### config.mk
export PLATFORM = sky130hd
export DESIGN_NAME = nap_timer_flat
export DESIGN_NICKNAME = d
export VERILOG_FILES = /design/src/rtl/nap_timer_pkg.sv /design/src/rtl/nap_timer_if.sv /design/src/rtl/nap_timer_sec_prescaler.sv /design/src/rtl/nap_timer.sv /design/src/flat_wrapper.sv
export SDC_FILE = /design/constraint.sdc
export NUM_CORES = 1
export LEC_CHECK = 0
export BUFFER_PORTS_ARGS = -buffer_cell sky130_fd_sc_hd__buf_2
export CORE_MARGIN = 5
export CORE_UTILIZATION = 44
export DETAILED_ROUTE_END_ITERATION = 7
export GPL_ROUTABILITY_DRIVEN = 0
export HOLD_SLACK_MARGIN = 0.03
export PLACE_DENSITY_LB_ADDON = 0.25
export SLEW_MARGIN = 25
export SYNTH_ARGS = -nofsm -noshare
export SYNTH_HDL_FRONTEND = slang
export SYNTH_SLANG_ARGS = --single-unit
export TNS_END_PERCENT = 10
### constraint.sdc
create_clock -name clock -period 7.31 [get_ports clock]
set_input_delay 0.731 -clock clock [delete_from_list [all_inputs] [get_ports clock]]
set_output_delay 0.731 -clock clock [all_outputs]
set_load 0.05 [all_outputs]
### src/rtl/nap_timer_pkg.sv
// Shared types and constants for the nap timer: FSM encoding, keypad codes,
// and the digit range check used by the keypad shift buffer.
package nap_timer_pkg;

  typedef enum logic [2:0] {
    ST_IDLE   = 3'd0,
    ST_MANUAL = 3'd1,
    ST_READY  = 3'd2,
    ST_COUNT  = 3'd3,
    ST_DONE   = 3'd4
  } nap_state_e;

  localparam logic [3:0] KEY_CONFIRM = 4'hA;
  localparam logic [5:0] SEC_MAX     = 6'd59;

  function automatic logic is_digit(input logic [3:0] key);
    return key <= 4'd9;
  endfunction

endpackage

### src/rtl/nap_timer_if.sv
// Controller <-> nap timer signal bundle. The controller (master) drives the
// one-hot enables and keypad strobe; the timer (slave) returns status and mm:ss.
interface nap_timer_if;
  import nap_timer_pkg::*;

  // keyValid is a one-cycle strobe with no back-pressure: keyCode is sampled
  // on every edge where keyValid is high and the timer always accepts it.
  logic       init;
  logic       enAutoSetting;
  logic       enManualSetting;
  logic       enSleep;
  logic       enCancel;
  logic       keyValid;
  logic [3:0] keyCode;
  logic       completeSetting;
  logic       completeSleep;
  logic [6:0] remainMin;
  logic [5:0] remainSec;
  nap_state_e state;

  modport master (
    output init, enAutoSetting, enManualSetting, enSleep, enCancel, keyValid, keyCode,
    input  completeSetting, completeSleep, remainMin, remainSec, state
  );

  modport slave (
    input  init, enAutoSetting, enManualSetting, enSleep, enCancel, keyValid, keyCode,
    output completeSetting, completeSleep, remainMin, remainSec, state
  );
endinterface

### src/rtl/nap_timer_sec_prescaler.sv
// One-second tick generator: counts enabled cycles 0..CLK_FREQ-1 and pulses
// tick combinationally on the terminal cycle. Freezes while enable is low.
module nap_timer_sec_prescaler #(
  parameter int CLK_FREQ = 50_000_000
) (
  input  logic clock,
  input  logic reset,
  input  logic clear,
  input  logic enable,
  output logic tick
);

  localparam int            CW   = (CLK_FREQ > 1) ? $clog2(CLK_FREQ) : 1;
  localparam logic [CW-1:0] TERM = CW'(CLK_FREQ - 1);

  logic [CW-1:0] cnt_q;

  assign tick = enable && (cnt_q == TERM);

  always_ff @(posedge clock) begin
    if (reset || clear) begin
      cnt_q <= '0;
    end else if (enable) begin
      cnt_q <= tick ? '0 : cnt_q + CW'(1);
    end
  end

endmodule

### src/rtl/nap_timer.sv
// Nap timer responder: latches an auto or keypad-entered duration, counts it
// down in mm:ss while the controller is in sleep, and flags expiry.
module nap_timer
  import nap_timer_pkg::*;
#(
  parameter int CLK_FREQ = 50_000_000,
  parameter int AUTO_MIN = 20
) (
  input  logic        clock,
  input  logic        reset,
  nap_timer_if.slave  nap
);

  nap_state_e state_q, state_d;
  logic [6:0] min_q, min_d;
  logic [5:0] sec_q, sec_d;
  logic [3:0] tens_q, tens_d;
  logic [3:0] ones_q, ones_d;
  logic       setting_q;
  logic       sleep_done_q;

  logic       clr;
  logic       tick;
  logic [6:0] entry_val;

  assign clr       = nap.init | nap.enCancel;
  assign entry_val = 7'(tens_q) * 7'd10 + 7'(ones_q);

  // The prescaler is held at zero outside COUNT so every nap starts on a fresh second.
  nap_timer_sec_prescaler #(.CLK_FREQ(CLK_FREQ)) u_prescaler (
    .clock  (clock),
    .reset  (reset),
    .clear  (clr || (state_q != ST_COUNT)),
    .enable ((state_q == ST_COUNT) && nap.enSleep),
    .tick   (tick)
  );

  always_comb begin
    state_d = state_q;
    min_d   = min_q;
    sec_d   = sec_q;
    tens_d  = tens_q;
    ones_d  = ones_q;

    if (clr) begin
      state_d = ST_IDLE;
      min_d   = '0;
      sec_d   = '0;
      tens_d  = '0;
      ones_d  = '0;
    end else begin
      case (state_q)
        ST_IDLE, ST_MANUAL: begin
          if (nap.enAutoSetting) begin
            state_d = ST_READY;
            min_d   = 7'(AUTO_MIN);
            sec_d   = '0;
          end else if (state_q == ST_IDLE) begin
            if (nap.enManualSetting) begin
              state_d = ST_MANUAL;
              tens_d  = '0;
              ones_d  = '0;
            end
          end else if (nap.keyValid) begin
            if (is_digit(nap.keyCode)) begin
              tens_d = ones_q;
              ones_d = nap.keyCode;
            end else if (nap.keyCode == KEY_CONFIRM && entry_val != 7'd0) begin
              state_d = ST_READY;
              min_d   = entry_val;
              sec_d   = '0;
            end
          end
        end
        ST_READY: begin
          if (nap.enSleep) state_d = ST_COUNT;
        end
        ST_COUNT: begin
          if (tick) begin
            if (sec_q != 6'd0) begin
              sec_d = sec_q - 6'd1;
              if (min_q == 7'd0 && sec_q == 6'd1) state_d = ST_DONE;
            end else begin
              sec_d = SEC_MAX;
              min_d = min_q - 7'd1;
            end
          end
        end
        ST_DONE: ;
        default: state_d = ST_IDLE;
      endcase
    end
  end

  always_ff @(posedge clock) begin
    if (reset) begin
      state_q      <= ST_IDLE;
      min_q        <= '0;
      sec_q        <= '0;
      tens_q       <= '0;
      ones_q       <= '0;
      setting_q    <= 1'b0;
      sleep_done_q <= 1'b0;
    end else begin
      state_q      <= state_d;
      min_q        <= min_d;
      sec_q        <= sec_d;
      tens_q       <= tens_d;
      ones_q       <= ones_d;
      setting_q    <= (state_d == ST_READY);
      sleep_done_q <= (state_d == ST_DONE);
    end
  end

  assign nap.completeSetting = setting_q;
  assign nap.completeSleep   = sleep_done_q;
  assign nap.remainMin       = min_q;
  assign nap.remainSec       = sec_q;
  assign nap.state           = state_q;

endmodule

### src/flat_wrapper.sv
// flat-port wrapper written by rule: the top's interface ports become plain ports
module nap_timer_flat import nap_timer_pkg::*;
#(
  parameter int CLK_FREQ = 50_000_000,
  parameter int AUTO_MIN = 20
)
  (clock, reset, nap_init, nap_enAutoSetting, nap_enManualSetting, nap_enSleep, nap_enCancel, nap_keyValid, nap_keyCode, nap_completeSetting, nap_completeSleep, nap_remainMin, nap_remainSec, nap_state);
  nap_timer_if nap_i ();
  input  logic clock;
  input  logic reset;
  input wire logic [$bits(nap_i.init)-1:0] nap_init;
  input wire logic [$bits(nap_i.enAutoSetting)-1:0] nap_enAutoSetting;
  input wire logic [$bits(nap_i.enManualSetting)-1:0] nap_enManualSetting;
  input wire logic [$bits(nap_i.enSleep)-1:0] nap_enSleep;
  input wire logic [$bits(nap_i.enCancel)-1:0] nap_enCancel;
  input wire logic [$bits(nap_i.keyValid)-1:0] nap_keyValid;
  input wire logic [$bits(nap_i.keyCode)-1:0] nap_keyCode;
  output wire logic [$bits(nap_i.completeSetting)-1:0] nap_completeSetting;
  output wire logic [$bits(nap_i.completeSleep)-1:0] nap_completeSleep;
  output wire logic [$bits(nap_i.remainMin)-1:0] nap_remainMin;
  output wire logic [$bits(nap_i.remainSec)-1:0] nap_remainSec;
  output wire logic [$bits(nap_i.state)-1:0] nap_state;
  assign nap_i.init = nap_init;
  assign nap_i.enAutoSetting = nap_enAutoSetting;
  assign nap_i.enManualSetting = nap_enManualSetting;
  assign nap_i.enSleep = nap_enSleep;
  assign nap_i.enCancel = nap_enCancel;
  assign nap_i.keyValid = nap_keyValid;
  assign nap_i.keyCode = nap_keyCode;
  assign nap_completeSetting = nap_i.completeSetting;
  assign nap_completeSleep = nap_i.completeSleep;
  assign nap_remainMin = nap_i.remainMin;
  assign nap_remainSec = nap_i.remainSec;
  assign nap_state = nap_i.state;
  nap_timer #(.CLK_FREQ(CLK_FREQ), .AUTO_MIN(AUTO_MIN)) u_core (.clock(clock), .reset(reset), .nap(nap_i));
endmodule
==> metrics.yaml <==
grt_pass1_vias: 2452
wl_um: 6800
min_path_type: "register to register"
cts-root-buf: "clkbuf_8"
clkLatencyLatePin_ns: 0.31
layout-drive-gt1-share_pct: 12.4
crit_family: "adder cells"
netlist_area_sq_um: 2970
cts_buffer_depth: 2
finalHoldViolations: 0
postCtsHoldBufs: 0
grt_max_degree: 24
finish.utilization_pct: 48.6
finalMaxSlewViolations: 0
vias: 2644
ir_worst_vdd_mv: 0.0943
worstPathMaxFanout: 7
port_buffers: 29
crit_slowest_cell: "or4b_2"
cap_violations: 0
relSlewSlack_pct: 40.2
routed_via_density: 5.57
drt_first_pass_iters: 4
die_x_um: 92.1
place_ws_ns: 4.17
cp_num_buf_inv: 1
end_kind: "register"
cts.sinks: 52
arrival_ns: 3.38
fmax_mhz: 316
grt_pass1_wl_um: 11500
post-route-period-util_pct: 43.2
worst_pin_slew_ns: 0.894
synth_seq_area_share_pct: 35.1
critPathKind: "register to register"
async_flop_share_pct: 0
fin_cells: 475
yosysWarnings: 0
synth_area_leaders: "dfxtp_1 (35%), nor2_1 (6.3%), a21oi_1 (4.9%)"
max_stage_delay_ns: 0.69
clkSlewWorstSetupHoldPaths_ns: 0.10
synth_area_per_cell_sq_um: 7.98
antenna_found_initial: 0
grtUsageTotal_pct: 16.6
synth_edf_count: 0
dp.cells: 467
cp_common_cell: "ha_1"
post_cts_buffers: 0
die_h_um: 92.1
min_period_ns: 3.16
synth.top_cell.area_share_pct: 35.1
initial_core_util_pct: 44.4
top_level_ports: 30
post_drt_wl_per_cell_um: 14.3
synth_ff_type: "dfxtp_1"
clock_skew_ns: 0.00613
status: "finished clean"
cts_tree: "done"
pwr_density_cell_nw_per_um2: 152
netlist_instances: 372
ys_types: 54
synth_top_area_cell: "dfxtp_1"
route.detailed.drc: 0
overflow: 0
setup_violations: 0
ys_ff_latch: 52
ant_nets: 0
cts.htree.levels: 2
post-dp-hpwl_um: 5080
die_area_sq_um: 8490
n_antenna_cell: 0
final_nets: 419
finalWorstSetupSlack_ns: 4.15
rows: 30
path_cells: "ha_1 -> ha_1 -> inv_1 -> fa_1 -> xor3_1 -> a211oi_1 -> or4b_2 -> o31ai_2 -> o21ai_0 -> a31o_2"
fin_setup_tns_ns: 0
cts-resized-gates: 0
p_leak_nw: 1.18
required_ns: 7.53
core_sq_um: 6680
power_mw: 0.494
synth_fp_nets: 397
cts_buffers: 5
drt-initial-drc-count: 156
area_growth_pct: 9.44
rsz0062_at_grt: "no"
cp-start-kind: "register"
==> layer usage <==
layer	GRT usage (%)	part of all wire, %	vias up
met2	27.5	48	51
met4	5.45	1.4	0
met3	3.86	3.9	10
met5	0	0	-
met1	21.3	47	1234
li1	-	-	1349
==> worst paths after layout <==
check	start	to	slack [ns]	cells after the start
hold reg to reg	u_core.tens_q[2]$_SDFFE_PP0P_	u_core.tens_q[2]$_SDFFE_PP0P_	0.49	2
setup reg to reg	u_core.tens_q[3]$_SDFFE_PP0P_	u_core.nap.remainMin[4]$_SDFFE_PP0P_	4.15	10
setup / recovery	u_core.tens_q[3]$_SDFFE_PP0P_	u_core.nap.remainMin[4]$_SDFFE_PP0P_	4.15	10
hold / removal	u_core.tens_q[2]$_SDFFE_PP0P_	u_core.tens_q[2]$_SDFFE_PP0P_	0.49	2
==> cell usage after synthesis (4+ instances only) <==
| master | number |
|---|---|
| nand3_1 | 23 |
| xor2_1 | 15 |
| or3_1 | 7 |
| nor3_1 | 17 |
| ha_1 | 11 |
| nand2_1 | 36 |
| nor4_1 | 7 |
| a21oi_1 | 29 |
| xnor2_1 | 15 |
| clkbuf_1 | 12 |
| nand2b_1 | 6 |
| inv_1 | 14 |
| dfxtp_1 | 52 |
| o22ai_1 | 6 |
| nor2_1 | 50 |
| nand4_1 | 6 |
| o21ai_0 | 9 |
| and3_1 | 4 |
==> placed cells by master (no fill, tap or decap), types with 3 or more instances in the layout <==
master and count:
nand2b_1 6, ha_1 11, and3_1 4, nor2b_1 3, xnor2_1 15, mux2i_1 3, xor2_1 15, buf_2 29
inv_1 14, nor2_1 50, o21a_1 3, a211oi_1 3, o21ai_0 9, clkbuf_8 5, dfxtp_1 52, a21oi_1 29
nand4_1 6, nor3_1 17, nand2_1 36, nand3_1 23, o22ai_1 6, or3_1 7, nor4_1 7
==> worst min-delay path, stage by stage (launching register included) <==
cell and delay, ns:
dfxtp_1 0.34, nand2_1 0.06, a21oi_1 0.05
==> per-stage QoR <==
step / hold slack, ns / cell area, sq um
floorplan: 0.449 / 2970
global placement: 0.474 / 3150
detailed placement: 0.477 / 3150
CTS: 0.491 / 3250
global route: 0.522 / 3250
finish: 0.489 / 3250
==> final cells by class <==
cell class                      instances  area, sq um
Clock buffer                            5         68.8
Clock inverter                          3         27.5
Fill cell                             646         3430
Inverter                               14         52.6
Multi-Input combinational cell        291         1810
Sequential cell                        52         1040
Tap cell                               80          100
Timing Repair Buffer                   30          153
==> kinds of logic (layout without fill, tap and decap cells) <==
group	Yosys count	in the layout	synth area share [%]
xor+xnor	31	31	9.65
flops	52	52	35.1
compound gates	68	68	14.3
simple gates	176	176	29.9
fa+ha+maj	13	13	5.98
buf+inv	29	52	4.09
mux	3	3	1.01
==> flip-flops by register name, summed over array words and instances, names as in the netlist <==
register,count
u_core.u_prescaler.cnt_q,26
u_core.nap.remainMin,7
u_core.nap.remainSec,6
u_core.ones_q,4
u_core.tens_q,4
u_core.nap.state,3
u_core.nap.completeSetting,1
u_core.nap.completeSleep,1
==> report_power, final <==
group          switching [mW]  internal [mW]  total, mW  leakage [nW]
logic                  0.0211         0.0106     0.0317         0.710
registers             0.00161          0.284      0.286         0.419
clock network           0.106         0.0705      0.177        0.0463
(Power assumes the default switching activity.)
